**src/rtl/pwm_tick_gen_mc.sv**
```systemverilog
// pwm_tick_gen_mc: multi-channel programmable tick generator that paces PWM counters.
// Each channel divides clk by (div_act+1) and emits a registered one-cycle tick.
// Divisor writes land in a shadow register. The shadow is moved into the active
// divisor only at a period boundary, when the channel is disabled, or on a global
// sync, so a running period is never cut short.

// Per-channel divider: counter, active/shadow divisor and pending flag.
module pwm_tick_lane #(
    parameter int CNT_W       = 32,
    parameter int DEFAULT_DIV = 389
) (
    input  logic             clk,
    input  logic             reset,
    input  logic             en,
    input  logic             sync_i,
    input  logic             wr_hit,
    input  logic [CNT_W-1:0] wr_div,
    output logic             tick_o,
    output logic             pend_o
);

    localparam logic [CNT_W-1:0] DIV_RST = CNT_W'(DEFAULT_DIV);

    logic [CNT_W-1:0] cnt, cnt_nxt;
    logic [CNT_W-1:0] div_act, div_act_nxt;
    logic [CNT_W-1:0] div_sh, div_sh_nxt;
    logic             pend, pend_nxt;
    logic             tick, tick_nxt;
    logic             apply;

    // Next-state: sync beats enable-low beats normal counting; the write path is
    // evaluated separately so a coincident boundary still applies the old shadow.
    always_comb begin
        cnt_nxt     = cnt;
        div_act_nxt = div_act;
        div_sh_nxt  = div_sh;
        pend_nxt    = pend;
        tick_nxt    = 1'b0;
        apply       = 1'b0;

        if (sync_i || !en) begin
            cnt_nxt = '0;
            apply   = 1'b1;
        end else if (cnt >= div_act) begin
            cnt_nxt  = '0;
            tick_nxt = 1'b1;
            apply    = 1'b1;
        end else begin
            cnt_nxt = cnt + 1'b1;
        end

        // Only a pending shadow is moved; the apply clears the flag.
        if (apply && pend) begin
            div_act_nxt = div_sh;
            pend_nxt    = 1'b0;
        end

        // A write always wins the flag: the new value waits for the next boundary.
        if (wr_hit) begin
            div_sh_nxt = wr_div;
            pend_nxt   = 1'b1;
        end
    end

    // Channel state register with asynchronous reset to the default divisor.
    always_ff @(posedge clk or posedge reset) begin
        if (reset) begin
            cnt     <= '0;
            div_act <= DIV_RST;
            div_sh  <= DIV_RST;
            pend    <= 1'b0;
            tick    <= 1'b0;
        end else begin
            cnt     <= cnt_nxt;
            div_act <= div_act_nxt;
            div_sh  <= div_sh_nxt;
            pend    <= pend_nxt;
            tick    <= tick_nxt;
        end
    end

    assign tick_o = tick;
    assign pend_o = pend;

endmodule

// Top: write-channel decode and an array of identical lanes.
module pwm_tick_gen_mc #(
    parameter  int CH          = 4,
    parameter  int CNT_W       = 32,
    parameter  int DEFAULT_DIV = 389,
    localparam int CH_W        = $clog2(CH)
) (
    input  logic             clk,
    input  logic             reset,
    input  logic [CH-1:0]    en,
    input  logic             sync_i,
    input  logic             wr_en,
    input  logic [CH_W-1:0]  wr_ch,
    input  logic [CNT_W-1:0] wr_div,
    output logic [CH-1:0]    tick_o,
    output logic [CH-1:0]    pend_o
);

    logic [CH-1:0] wr_hit;

    // Out-of-range channel numbers match no lane, so such writes are dropped.
    always_comb begin
        wr_hit = '0;
        for (int i = 0; i < CH; i++) begin
            wr_hit[i] = wr_en && (wr_ch == CH_W'(i));
        end
    end

    for (genvar g = 0; g < CH; g++) begin : g_lane
        pwm_tick_lane #(
            .CNT_W      (CNT_W),
            .DEFAULT_DIV(DEFAULT_DIV)
        ) u_lane (
            .clk   (clk),
            .reset (reset),
            .en    (en[g]),
            .sync_i(sync_i),
            .wr_hit(wr_hit[g]),
            .wr_div(wr_div),
            .tick_o(tick_o[g]),
            .pend_o(pend_o[g])
        );
    end

endmodule
```
**config.mk**
```make
export PLATFORM = sky130hd
export DESIGN_NAME = pwm_tick_gen_mc
export DESIGN_NICKNAME = d
export VERILOG_FILES = /design/src/rtl/pwm_tick_gen_mc.sv
export SDC_FILE = /design/constraint.sdc
export NUM_CORES = 1
export LEC_CHECK = 0
export CAP_MARGIN = 0
export CORE_MARGIN = 1.5
export CORE_UTILIZATION = 55
export DETAILED_ROUTE_END_ITERATION = 10
export GPL_ROUTABILITY_DRIVEN = 0
export PLACE_DENSITY = 0.72
export SYNTH_ARGS = -nofsm -noshare
export SYNTH_HDL_FRONTEND = slang
export SYNTH_SLANG_ARGS = --single-unit
```
**constraint.sdc**
```tcl
create_clock -name clk -period 26.1 [get_ports clk]
set_clock_uncertainty 0.05 [all_clocks]
set_input_delay 3.915 -clock clk [delete_from_list [all_inputs] [get_ports clk]]
set_output_delay 3.915 -clock clk [all_outputs]
set_load 0.05 [all_outputs]
```
== After elaboration in Yosys (flattened, before gate mapping) ==
Index checks and enable logic that the tools add are counted.
Word-level totals
  flip-flop bits (word level): 392
  bits of input ports: 42
  output and inout bits: 8
  logic and storage cells: 80
Operators by class
  $add $sub $neg: 4
  order comparisons: 4
  equal/unequal tests: 3
  muxes and demuxes: 28
  reductions and logical operators: 21
Operator list (count)
  two-way mux 32 bit: 8
  adder 32 x 1 -> 32 bit (second input constant): 4
  >= comparator 32 bit: 4
  two-way mux 1 bit: 20
  logical AND 1 bit: 8
  nonzero test 2 bit: 4
  equality test 2 bit (second input constant): 2
  zero test 1 bit: 4
  logical OR 1 bit: 4
  equality test 2 x 1 -> 1 bit (second input constant): 1
  zero test 2 bit: 1

== Logic depth before layout (Yosys ltp) ==
  depth in word-level cells: 6
  gate-level depth with buffers: 9
  mapped depth without buffers: 8

== By module ==
A second synthesis with hierarchy kept.
Unflattened totals
  cells, all modules: 1644
  area, all modules: 19626.3 um^2
By module, submodules not included
  pwm_tick_lane: instances 4, cells an instance 410, area each 4897.2 um^2, sequential area each 2462.4 um^2
  pwm_tick_gen_mc: instances 1, cells an instance 4, area each 37.5 um^2, sequential area each 0.0 um^2

== Worst setup path before layout ==
No wires, ideal clock.
  kind: input to register
  start: input sync_i
  end: register g_lane[3].u_lane.div_act[20]
  library setup time: 0.125 ns
  arrival time: 5.250 ns
  required time: 25.925 ns
  setup slack: 20.675 ns
  stages on the path: 6
  path buffers: 1
  cells stage by stage: nand2b_1 -> a211oi_1 -> a21oi_1 -> a31oi_1 -> buf_2 -> mux2_2
Between the ends
  word-level cells in the longest chain between the ends: 3
Ends and longest elaborated chain
  from (decl): RTL line 97  | input logic sync_i,
  logical OR 1 bit: RTL line 41  | if (sync_i || !en) begin
  two-way mux 1 bit: RTL line 41
  logical AND 1 bit: RTL line 53  | if (apply && pend) begin
  to (signal assigned): RTL line 75  | div_act <= div_act_nxt;
  to (decl): RTL line 25  | logic [CNT_W-1:0] div_act, div_act_nxt;
No other way between the ends.
A chain may end at the register's enable or synchronous reset.

== Final worst setup path ==
  start: input sync_i
  end: register g_lane[2].u_lane.div_act[4]
Between the ends
  word-level cells in the longest chain between the ends: 3
Ends and longest elaborated chain (RTL line)
  logical OR 1 bit: 41
  two-way mux 1 bit: 41
  logical AND 1 bit: 53
  to (signal assigned): 75
  to (decl): 25
No other way between the ends.

==> run summary <==
Setup CP Type: input port to flop
total number of vias: 12072
cts repair resizes: 0
Buffers on Ports: 49
HPWL Detailed: 27520 um
clk slew on worst S/H paths: 60 ps
Initial Util: 0.5553
Pleak: 0.009803 uW
Syn Area/Cell: 11.57 um^2
Ys Warns: 0
Fill cells: 2702
Reg2Reg Setup Slack: 22670 ps
post-synthesis cell count: 1650
R2R cell count: 7
Num CTS Buffers: 42
CTS sink cnt: 392
Clock Path Buffers: 3
Pwr Density: 80.68 mW/mm^2
Comb power frac: 0.168
Final setup viols: 0
switching share of power: 0.2650
Routed WL: 40680 um
die area: 0.03583 mm^2
WP data required: 26480 ps
Tcrit/Tclk final: 0.2415
Crit Path Max Fanout: 32
Peak VDD IR: 0.00004155 V
first-pass GRT wire length: 66990 um
post-synthesis register bit count: 392
area grow syn2layout: 12.76%
sw power: 460.1 uW
Clk Latency, worst-skew pair: 550 ps
vias in the first global route: 12643
Clk network pwr share: 0.373
synth top area cells: dfrtp_1 47%, mux2_2 15%, ha_1 8.7%
dpl cells: 2112
root buf cell: clkbuf_16
P_int: 1276 uW
post-DR vias/cell: 5.512
Slew Limit Fails: 0
Arrival @ worst endpoint: 6680 ps
Hold Crit Class: flop to flop
Final Non-Filler Cells: 2190
dominant synthesized flop cell: dfrtp_1
Seq/Total Area, Yosys: 0.5160
final worst path period need: 6304 ps
Max Freq: 158.6 MHz
Rows: 68
mapped cell area: 0.01909 mm^2
RSZ-0062 raised after global routing: no
EDFF count, synth: 0
DRT Pass-1 Iters: 4
CTS H-tree depth: 2
Tot GR Track Use: 0.2374
setup TNS: 0 ps
Worst slew margin: 0.2386
initial antenna violation count: 3
# Post-CTS Setup Buffers: 0
Worst-Margin Slew: 1142 ps
number of max-cap violations: 0
Iter 0 DRT Violations: 529
grt ovf: 0
Die Span Y: 189.3 um
DRC errors left: 0
Seq pwr share: 0.459
Synth Net Count: 1824
largest net degree at the start of global routing: 187
Hold WS: 443.2 ps
Min-Delay Path Depth: 1
Yosys cell types: 52
TritonCTS clock tree: built
Die X: 189.3 um
area share of the largest cell type after synthesis: 0.4720
I/O Pins: 50
CP endpoint kind: flop
fin nets: 1875
DRT antenna net count: 0
result of the run: complete, no violations
per-cell routed wire length: 18.58 um
largest area contributor in the netlist: dfrtp_1
share of cells above drive strength 1: 0.2140
final hold viol count: 0
ys async rst share: 1.000
CP startpoint kind: input port
Core ar.: 0.03437 mm^2
cts-stage hold buffer count: 0
synthesized netlist by cell type (7+ instances only):
library cell / count
dfrtp_1: 360
mux2_2: 251
nor2_1: 163
inv_1: 145
ha_1: 132
nand2_1: 80
xor2_1: 77
a21oi_1: 66
nand4_1: 49
nand3_1: 45
xnor2_1: 43
dfstp_2: 32
o21ai_0: 24
clkbuf_1: 23
and3_1: 22
nor3_1: 13
and4_1: 12
buf_2: 9
nand2b_1: 9
buf_4: 8
a211oi_1: 7
and2_1: 7
stage by stage:
step	area [um^2]	worst slack (ps)	util	total power, uW
final	21520	19800	0.6261	1736
after detailed placement	20010	19280	0.5820	1094
after global placement	20010	19310	0.5820	1070
after global routing	21520	19560	0.6261	1826
after floorplan	19090	11290	-	1005
after CTS	21520	19800	0.6261	1751
power by group through the flow:
stage	Combinational, uW	Clock (uW)	Sequential, uW
final	292	647	797
after global routing	331	683	812
after CTS	295	659	797
after detailed placement	289	0	805
after global placement	272	0	798
after floorplan	224	0	780
state kept, by name, summed over array words and instances (netlist names):
register	count
g_lane.u_lane.div_sh	128
g_lane.u_lane.tick_o	4
g_lane.u_lane.cnt	128
g_lane.u_lane.div_act	128
g_lane.u_lane.pend_o	4
worst paths after layout:
path	to	from
setup reg to reg	g_lane[2].u_lane.div_act[4]$_DFFE_PP0P_	g_lane[2].u_lane.div_act[0]$_DFFE_PP1P_
hold reg to reg	g_lane[2].u_lane.div_act[31]$_DFFE_PP0P_	g_lane[2].u_lane.div_sh[31]$_DFFE_PP0P_
max in group asynchronous	g_lane[1].u_lane.cnt[24]$_DFF_PP0_	reset
min in group asynchronous	g_lane[2].u_lane.cnt[1]$_DFF_PP0_	reset
hold / removal	g_lane[2].u_lane.div_act[31]$_DFFE_PP0P_	g_lane[2].u_lane.div_sh[31]$_DFFE_PP0P_
setup / recovery	g_lane[2].u_lane.div_act[4]$_DFFE_PP0P_	sync_i
metal layers:
layer | up-vias | GRT usage | wire [um]
li1 | 5766 | - | -
met1 | 6058 | 0.3272 | 19090
met2 | 168 | 0.3773 | 18720
met3 | 74 | 0.04245 | 1469
met4 | 6 | 0.08791 | 1354
met5 | - | 0 | 43
cells in the final DEF, fill, tap and decap left out, drive strengths merged, types with 24 or more instances in the layout:
cell / instances
ha: 132
nand2: 80
nand4: 49
xnor2: 43
dfstp: 32
inv: 146
nor2: 163
o21ai: 24
nand3: 45
a21oi: 66
dfrtp: 360
xor2: 77
clkbuf: 57
mux2: 256
clkdlybuf4s50: 49
critical path, stage by stage:
cell	delay, ps
clkdlybuf4s50_1	680
nand2b_1	300
a211oi_1	260
a21oi_1	160
a31oi_4	910
mux2_2	430
area by class of cell:
cell class	count	area (um^2)	share of cell area
sequential	392	9849	0.4576
clock inverter	20	292.8	0.01360
timing repair buffer	55	548.0	0.02546
clock buffer	57	1221	0.05674
antenna	1	2.502	0.0001163
inverter	145	551.8	0.02564
multi-input combinational	1065	8487	0.3943
tap	455	569.3	0.02645
logic make-up (layout without fill, tap and decap cells):
family,count (synthesis),after routing,share of synthesized area
other,0,1,0
muxes,256,256,0.1510
DFF,392,392,0.5160
buffers and inverters,193,277,0.04130
xor gates and xnor gates,120,120,0.05506
AOI/OAI and AO/OA,132,132,0.04228
and+or+nand+nor,425,425,0.1078
adders and majority gates,132,132,0.08653
(Power assumes the default switching activity.)
